[src/rtl/dac_driver_pkg.sv]
// Shared types and helpers for the segmented DAC driver: power sequencer
// states, MSB field width derivation and the cyclic unit-cell selector.
package dac_driver_pkg;

    typedef enum logic [1:0] {
        ST_OFF,
        ST_WAKE,
        ST_ON,
        ST_DRAIN
    } state_t;

    function automatic int msb_w(input int ntherm);
        return $clog2(ntherm + 1);
    endfunction

    // One bit of the rotated thermometer mask: cell idx is on when it lies within
    // count cells of ptr, walking upward and wrapping at ncells.
    function automatic logic rotate_mask_bit(input int idx, input int ptr,
                                             input int count, input int ncells);
        int offs;
        offs = idx - ptr;
        if (offs < 0) begin
            offs = offs + ncells;
        end
        return (offs < count);
    endfunction

endpackage

[src/rtl/dac_dwa_decoder.sv]
// Thermometer mask generator for the unit cells, with the data-weighted-averaging
// pointer that advances by the number of cells used on every loaded code.
module dac_dwa_decoder
    import dac_driver_pkg::*;
#(
    parameter  int NTHERM = 17,
    localparam int MSB_W  = msb_w(NTHERM)
) (
    input  logic              i_clk,
    input  logic              i_rst,
    input  logic              i_load,
    input  logic              i_dem_en,
    input  logic [MSB_W-1:0]  i_count,
    output logic [NTHERM-1:0] o_mask
);

    logic [MSB_W-1:0] r_ptr;
    logic [MSB_W-1:0] w_start;
    logic [MSB_W:0]   w_sum;
    logic [MSB_W-1:0] w_ptr_next;

    // count never exceeds NTHERM and the pointer stays below it, so one
    // conditional subtract is enough for the modulo
    always_comb begin
        w_start = i_dem_en ? r_ptr : '0;
        w_sum   = {1'b0, w_start} + {1'b0, i_count};
        if (w_sum >= (MSB_W + 1)'(NTHERM)) begin
            w_ptr_next = MSB_W'(w_sum - (MSB_W + 1)'(NTHERM));
        end else begin
            w_ptr_next = w_sum[MSB_W-1:0];
        end
        o_mask = '0;
        for (int i = 0; i < NTHERM; i++) begin
            o_mask[i] = rotate_mask_bit(i, int'(w_start), int'(i_count), NTHERM);
        end
    end

    always_ff @(posedge i_clk) begin
        if (i_rst) begin
            r_ptr <= '0;
        end else if (i_load) begin
            r_ptr <= i_dem_en ? w_ptr_next : '0;
        end
    end

endmodule

[src/rtl/dac_segment_driver.sv]
// Segmented DAC cell driver: clamps and splits each code into binary LSB and
// thermometer MSB cells, drives complementary pairs, and sequences power up/down.
module dac_segment_driver
    import dac_driver_pkg::*;
#(
    parameter  int BIN_W     = 7,
    parameter  int NTHERM    = 17,
    parameter  int WAKE_CYC  = 4,
    parameter  int DRAIN_CYC = 2,
    localparam int MSB_W     = msb_w(NTHERM),
    localparam int CODE_W    = BIN_W + MSB_W
) (
    input  logic              i_clk,
    input  logic              i_rst,
    input  logic              i_pdb,
    input  logic              i_dem_en,
    input  logic              i_in_valid,
    input  logic [CODE_W-1:0] i_code,
    output logic              o_ready,
    output logic              o_drv_en,
    output logic [BIN_W-1:0]  o_bin_out,
    output logic [BIN_W-1:0]  o_bin_outb,
    output logic [NTHERM-1:0] o_therm_out,
    output logic [NTHERM-1:0] o_therm_outb,
    output logic              o_sat
);

    localparam int CNT_MAX = (WAKE_CYC > DRAIN_CYC) ? WAKE_CYC : DRAIN_CYC;
    localparam int CNT_W   = $clog2(CNT_MAX + 1);

    state_t           r_state;
    state_t           w_state_next;
    logic [CNT_W-1:0] r_cnt;
    logic [CNT_W-1:0] w_cnt_next;

    logic             r_s1_new;
    logic             r_s1_dem;
    logic             r_s1_sat;
    logic [MSB_W-1:0] r_s1_msb;
    logic [BIN_W-1:0] r_s1_lsb;

    logic [BIN_W-1:0]  r_bin;
    logic [BIN_W-1:0]  r_binb;
    logic [NTHERM-1:0] r_therm;
    logic [NTHERM-1:0] r_thermb;
    logic              r_sat;

    logic              w_accept;
    logic              w_load;
    logic              w_over;
    logic [MSB_W-1:0]  w_msb_raw;
    logic [MSB_W-1:0]  w_msb_cl;
    logic [BIN_W-1:0]  w_lsb_cl;
    logic [NTHERM-1:0] w_mask;

    always_ff @(posedge i_clk) begin
        if (i_rst) begin
            r_state <= ST_OFF;
            r_cnt   <= '0;
        end else begin
            r_state <= w_state_next;
            r_cnt   <= w_cnt_next;
        end
    end

    // The counter is loaded with N-1 on entry and the state advances on the
    // cycle it is seen at zero, so WAKE and DRAIN each last exactly N cycles.
    always_comb begin
        w_state_next = r_state;
        w_cnt_next   = r_cnt;
        case (r_state)
            ST_OFF: begin
                if (i_pdb) begin
                    w_state_next = ST_WAKE;
                    w_cnt_next   = CNT_W'(WAKE_CYC - 1);
                end
            end
            ST_WAKE: begin
                if (!i_pdb) begin
                    w_state_next = ST_OFF;
                end else if (r_cnt == '0) begin
                    w_state_next = ST_ON;
                end else begin
                    w_cnt_next = r_cnt - CNT_W'(1);
                end
            end
            ST_ON: begin
                if (!i_pdb) begin
                    w_state_next = ST_DRAIN;
                    w_cnt_next   = CNT_W'(DRAIN_CYC - 1);
                end
            end
            ST_DRAIN: begin
                if (r_cnt == '0) begin
                    w_state_next = ST_OFF;
                end else begin
                    w_cnt_next = r_cnt - CNT_W'(1);
                end
            end
            default: begin
                w_state_next = ST_OFF;
            end
        endcase
    end

    assign o_ready  = (r_state == ST_ON);
    assign o_drv_en = (r_state != ST_OFF);

    assign w_accept  = o_ready & i_in_valid;
    assign w_load    = r_s1_new && (r_state == ST_ON) && (w_state_next == ST_ON);
    assign w_msb_raw = i_code[CODE_W-1:BIN_W];
    assign w_over    = (w_msb_raw > MSB_W'(NTHERM));
    assign w_msb_cl  = w_over ? MSB_W'(NTHERM) : w_msb_raw;
    assign w_lsb_cl  = w_over ? '1 : i_code[BIN_W-1:0];

    // Leaving ON clears the held code, so codes in flight are dropped and the
    // next ON entry starts from zero.
    always_ff @(posedge i_clk) begin
        if (i_rst || (w_state_next != ST_ON)) begin
            r_s1_new <= 1'b0;
            r_s1_dem <= 1'b0;
            r_s1_sat <= 1'b0;
            r_s1_msb <= '0;
            r_s1_lsb <= '0;
        end else if (w_accept) begin
            r_s1_new <= 1'b1;
            r_s1_dem <= i_dem_en;
            r_s1_sat <= w_over;
            r_s1_msb <= w_msb_cl;
            r_s1_lsb <= w_lsb_cl;
        end else begin
            r_s1_new <= 1'b0;
        end
    end

    dac_dwa_decoder #(
        .NTHERM (NTHERM)
    ) u_dwa (
        .i_clk    (i_clk),
        .i_rst    (i_rst),
        .i_load   (w_load),
        .i_dem_en (r_s1_dem),
        .i_count  (r_s1_msb),
        .o_mask   (w_mask)
    );

    // Drive registers follow the next state so the cell drive changes on the
    // same edge as the sequencer state it belongs to.
    always_ff @(posedge i_clk) begin
        if (i_rst) begin
            r_bin    <= '0;
            r_binb   <= '0;
            r_therm  <= '0;
            r_thermb <= '0;
            r_sat    <= 1'b0;
        end else begin
            case (w_state_next)
                ST_ON: begin
                    if (w_load) begin
                        r_bin    <= r_s1_lsb;
                        r_binb   <= ~r_s1_lsb;
                        r_therm  <= w_mask;
                        r_thermb <= ~w_mask;
                        r_sat    <= r_s1_sat;
                    end
                end
                ST_WAKE, ST_DRAIN: begin
                    r_bin    <= '0;
                    r_binb   <= '1;
                    r_therm  <= '0;
                    r_thermb <= '1;
                    r_sat    <= 1'b0;
                end
                default: begin
                    r_bin    <= '0;
                    r_binb   <= '0;
                    r_therm  <= '0;
                    r_thermb <= '0;
                    r_sat    <= 1'b0;
                end
            endcase
        end
    end

    assign o_bin_out    = r_bin;
    assign o_bin_outb   = r_binb;
    assign o_therm_out  = r_therm;
    assign o_therm_outb = r_thermb;
    assign o_sat        = r_sat;

endmodule
[config.mk]
export PLATFORM = sky130hd
export DESIGN_NAME = dac_segment_driver
export DESIGN_NICKNAME = d
export VERILOG_FILES = /design/src/rtl/dac_driver_pkg.sv /design/src/rtl/dac_dwa_decoder.sv /design/src/rtl/dac_segment_driver.sv
export SDC_FILE = /design/constraint.sdc
export NUM_CORES = 1
export LEC_CHECK = 0
export ABC_AREA = 1
export BUFFER_PORTS_ARGS = -buffer_cell sky130_fd_sc_hd__buf_2
export CORE_ASPECT_RATIO = 0.5
export CORE_MARGIN = 1
export CORE_UTILIZATION = 34
export CTS_CLUSTER_DIAMETER = 150
export DETAILED_ROUTE_END_ITERATION = 8
export PLACE_DENSITY_LB_ADDON = 0.15
export SYNTH_ARGS = -nofsm -noshare
export SYNTH_HDL_FRONTEND = slang
export SYNTH_HIERARCHICAL = 1
export SYNTH_SLANG_ARGS = --single-unit
[constraint.sdc]
create_clock -name i_clk -period 2.9 [get_ports i_clk]
set_clock_uncertainty 0.05 [all_clocks]
set_input_delay 0.58 -clock i_clk [delete_from_list [all_inputs] [get_ports i_clk]]
set_output_delay 0.58 -clock i_clk [all_outputs]
set_load 0.01 [all_outputs]
==> reports/qor.txt <==
CTS Sinks -> 74
Final setup violation count -> 0
Fill cell count -> 2008
Worst path buffer plus inverter count -> 3
Share of layout cells above drive strength 1 -> 21.59%
Setup CP Type -> register to register
Multi-input logic area -> 4760 µm²
Row cnt -> 35
Unrepaired setup endpoints after global routing -> true
Area share of the largest cell type after synthesis -> 22.21%
YS warnings -> 6
Vias/cell -> 5.143
Worst-case reg-to-reg path depth -> 20
Final wirelength -> 23150 µm
Critical Path End Type -> register
CP delay by family, top -> simple AND/OR/NAND/NOR gates
Initial core utilization -> 35.51%
Ant diodes -> 0
Fin nets -> 1253
Yosys top cell by area -> dfxtp_1
Fin. Hold Viols -> 0
Worst slack, placed -> -0.02980 ns
Antenna-violating nets left -> 0
Min-Delay Startpoint -> o_bin_out[0]
Leakage -> 3.975 nW
Synth Instances -> 1035
DR vias -> 7287
Routed WL per cell -> 16.34 µm
Number of flops mapped to enable cells by yosys -> 0
Core area -> 18790 µm²
Fmax -> 0.3574 GHz
P&R area growth vs syn -> 23.50%
Period minus WS final -> 2.798 ns
All-Layer GR Usage -> 22.93%
CP arrival -> 2.95 ns
IO Count -> 68
Cell at the root of the clock tree -> clkbuf_16
Slowest CP cell -> dfxtp_1
Final routed DRC violation total -> 0
CP dominant cell by count -> nand2_1
Synth top area cells -> dfxtp_1 22%, nand2_1 18%, ha_1 15%, a21oi_1 7.7%, inv_1 5.3%
Number of buffers on the longest clock path -> 2
Slew Viols, Final -> 0
CTS Buf Count -> 9
Post-CTS Hold Buffers -> 0
GR Layer Usage met2 -> 36.70%
Initial antenna violation count -> 0
Largest net degree at the start of global routing -> 36
Max incr delay on CP -> 0.47 ns
Clock transition at the registers of the reported paths -> 0.06 ns
Finished Cell Area -> 8239 µm²
Pwr/cell area -> 310.7 nW/µm²
Hold Path Class -> register to register
Placed Area -> 7704 µm²
CP startpoint kind -> register
Mapped Nets -> 1135
Yosys cell types -> 43
FF+latch count, synth -> 74
Status -> finished, final reports clean
Post-synth top cells -> 322 x nand2_1, 102 x a21oi_1, 95 x inv_1
Grt ovf -> 0
FFs w/ async S/R, synth -> 0%
IO Port Bufs -> 67
Cell with the most instances after synthesis -> nand2_1
Final TNS setup -> 0 ns
Final Worst Setup Slack -> 0.1022 ns
H-tree lvl count -> 3
Rel. slew slack -> 46.17%
Crit path from -> u_dwa/r_ptr[0]
Met3 GRT Util -> 2.069%
First-pass GRT wire length -> 36620 µm
Met1 Usage GRT -> 33.44%
Slew @ Worst Pin -> 0.8065 ns
Peak supply drop -> 0.0003036 V
CTS tree -> done
Sequence of cells on the critical path -> nand2_4, ha_2, inv_4, xor2_4, inv_2, nor3_4, xnor2_2, nand2_1, o21ai_0, ha_1, nand2_1, inv_1, nand2_1, nand2_1, nand2_1, nand2_1, nand2_2, nand2_1, nand2_1, a21oi_2
Die height -> 101.1 µm
Avg Cell Area, Syn -> 6.446 µm²
Busiest metal layer after global routing -> met2
Crit path max fanout -> 4
Hold path depth -> 2
Final Wtd Congestion -> 0.8785
Die area -> 20220 µm²
Cell area after synthesis -> 6671 µm²
Stages on worst setup path -> 20
FF/Latch Area -> 1484 µm²
Worst Path Required -> 3.05 ns
Sequential fraction of the synthesis area -> 22.21%
Max Cap Violations -> 0
Clock latency on the worst-skew pair -> 0.33 ns
Reg-to-reg startpoint -> u_dwa/r_ptr[0]
Vias in the first global route -> 6691
WHS -> 0.4086 ns
Main flop type after synthesis -> dfxtp_1
Die X-Extent -> 200.1 µm
DRT iter0 DRCs -> 485
Final period util -> 96.48%
Hpwl dp -> 17580 µm
Pre-antenna DRT Iters -> 5
[what timing repair did]
action                     CTS  global route
resized for setup            4            49
setup endpoints to repair    4            34
pin swaps                    1            10
buffers inserted             0             5
[stage by stage]
stage / utilization, % / power, mW / std cells
after floorplan: - / 1.253 / 1035
after global placement: 41.01 / 1.344 / 1396
after detailed placement: 41.01 / 1.344 / 1396
after CTS: 42.86 / 2.575 / 1412
after global routing: 43.86 / 2.644 / 1417
final: 43.86 / 2.560 / 1417
[worst paths after layout]
path | slack [ns] | endpoint
max | 0.10 | o_therm_outb[12]
min | 0.41 | o_bin_out[0]
max reg2reg | 0.10 | o_therm_outb[12]
min reg2reg | 0.41 | o_bin_out[0]
[registers in the layout (all words and copies together), names as in the netlist]
| register | cells |
|---|---|
| r_s1_lsb | 7 |
| r_s1_msb | 5 |
| r_s1_new | 1 |
| o_sat | 1 |
| r_cnt | 3 |
| r_state | 2 |
| r_s1_dem | 1 |
| o_therm_out | 17 |
| o_bin_outb | 7 |
| u_dwa/r_ptr | 5 |
| o_therm_outb | 17 |
| o_bin_out | 7 |
| r_s1_sat | 1 |
[cells by family after synthesis]
kind of cell	count (synthesis)	share of synthesized area, %
adders and majority gates	83	15.68
and+or+nand+nor	493	31.47
AOI/OAI and AO/OA	219	18.12
xor gates and xnor gates	25	3.620
DFF	74	22.21
buffers and inverters	141	8.908
[per-layer routing]
layer / wire length (µm) / vias to the layer above
li1: - / 3669
met1: 11870 / 3380
met2: 9777 / 210
met3: 1191 / 28
met4: 312 / 0
met5: 0 / -
[cell type report]
type	count	area share (%)
multi-input combinational	820	57.77
sequential	74	18.01
tap	259	3.933
timing repair buffer	141	11.36
clock inverter	5	1.048
inverter	107	4.935
clock buffer	11	2.946
[where the power goes]
group          total [mW]  leakage [nW]  switching, mW  internal (mW)
sequential           1.08         0.604         0.0241           1.06
combinational       0.245          3.21          0.165         0.0802
clock                1.23         0.160          0.451          0.784
total                2.56          3.98          0.640           1.92
[tightest hold or removal path, delay by kind of cell, from the launching register on]
family / cells / cell delay, ns
and+or+nand+nor: 1 / 0.06
AOI/OAI and AO/OA: 1 / 0.05
DFF: 1 / 0.31
[cell usage in the layout, fill, tap and decap left out, drive strengths merged]
cell type and n:
o21ai 73, o21bai 2, nor2 72, ha 82, o22ai 10, nand3 57
clkbuf 11, a21boi 1, inv 107, a21oi 114, or2 1, a31oi 7
bufinv 2, dfxtp 74, xnor2 2, xor2 23, buf 141, o2bb2ai 1
nand2 332, a21o 3, nor3 3, fa 1, a31o 3, nand4 26
o211ai 4, clkinv 3, a22oi 1, nand3b 2
(Power assumes the default switching activity.)
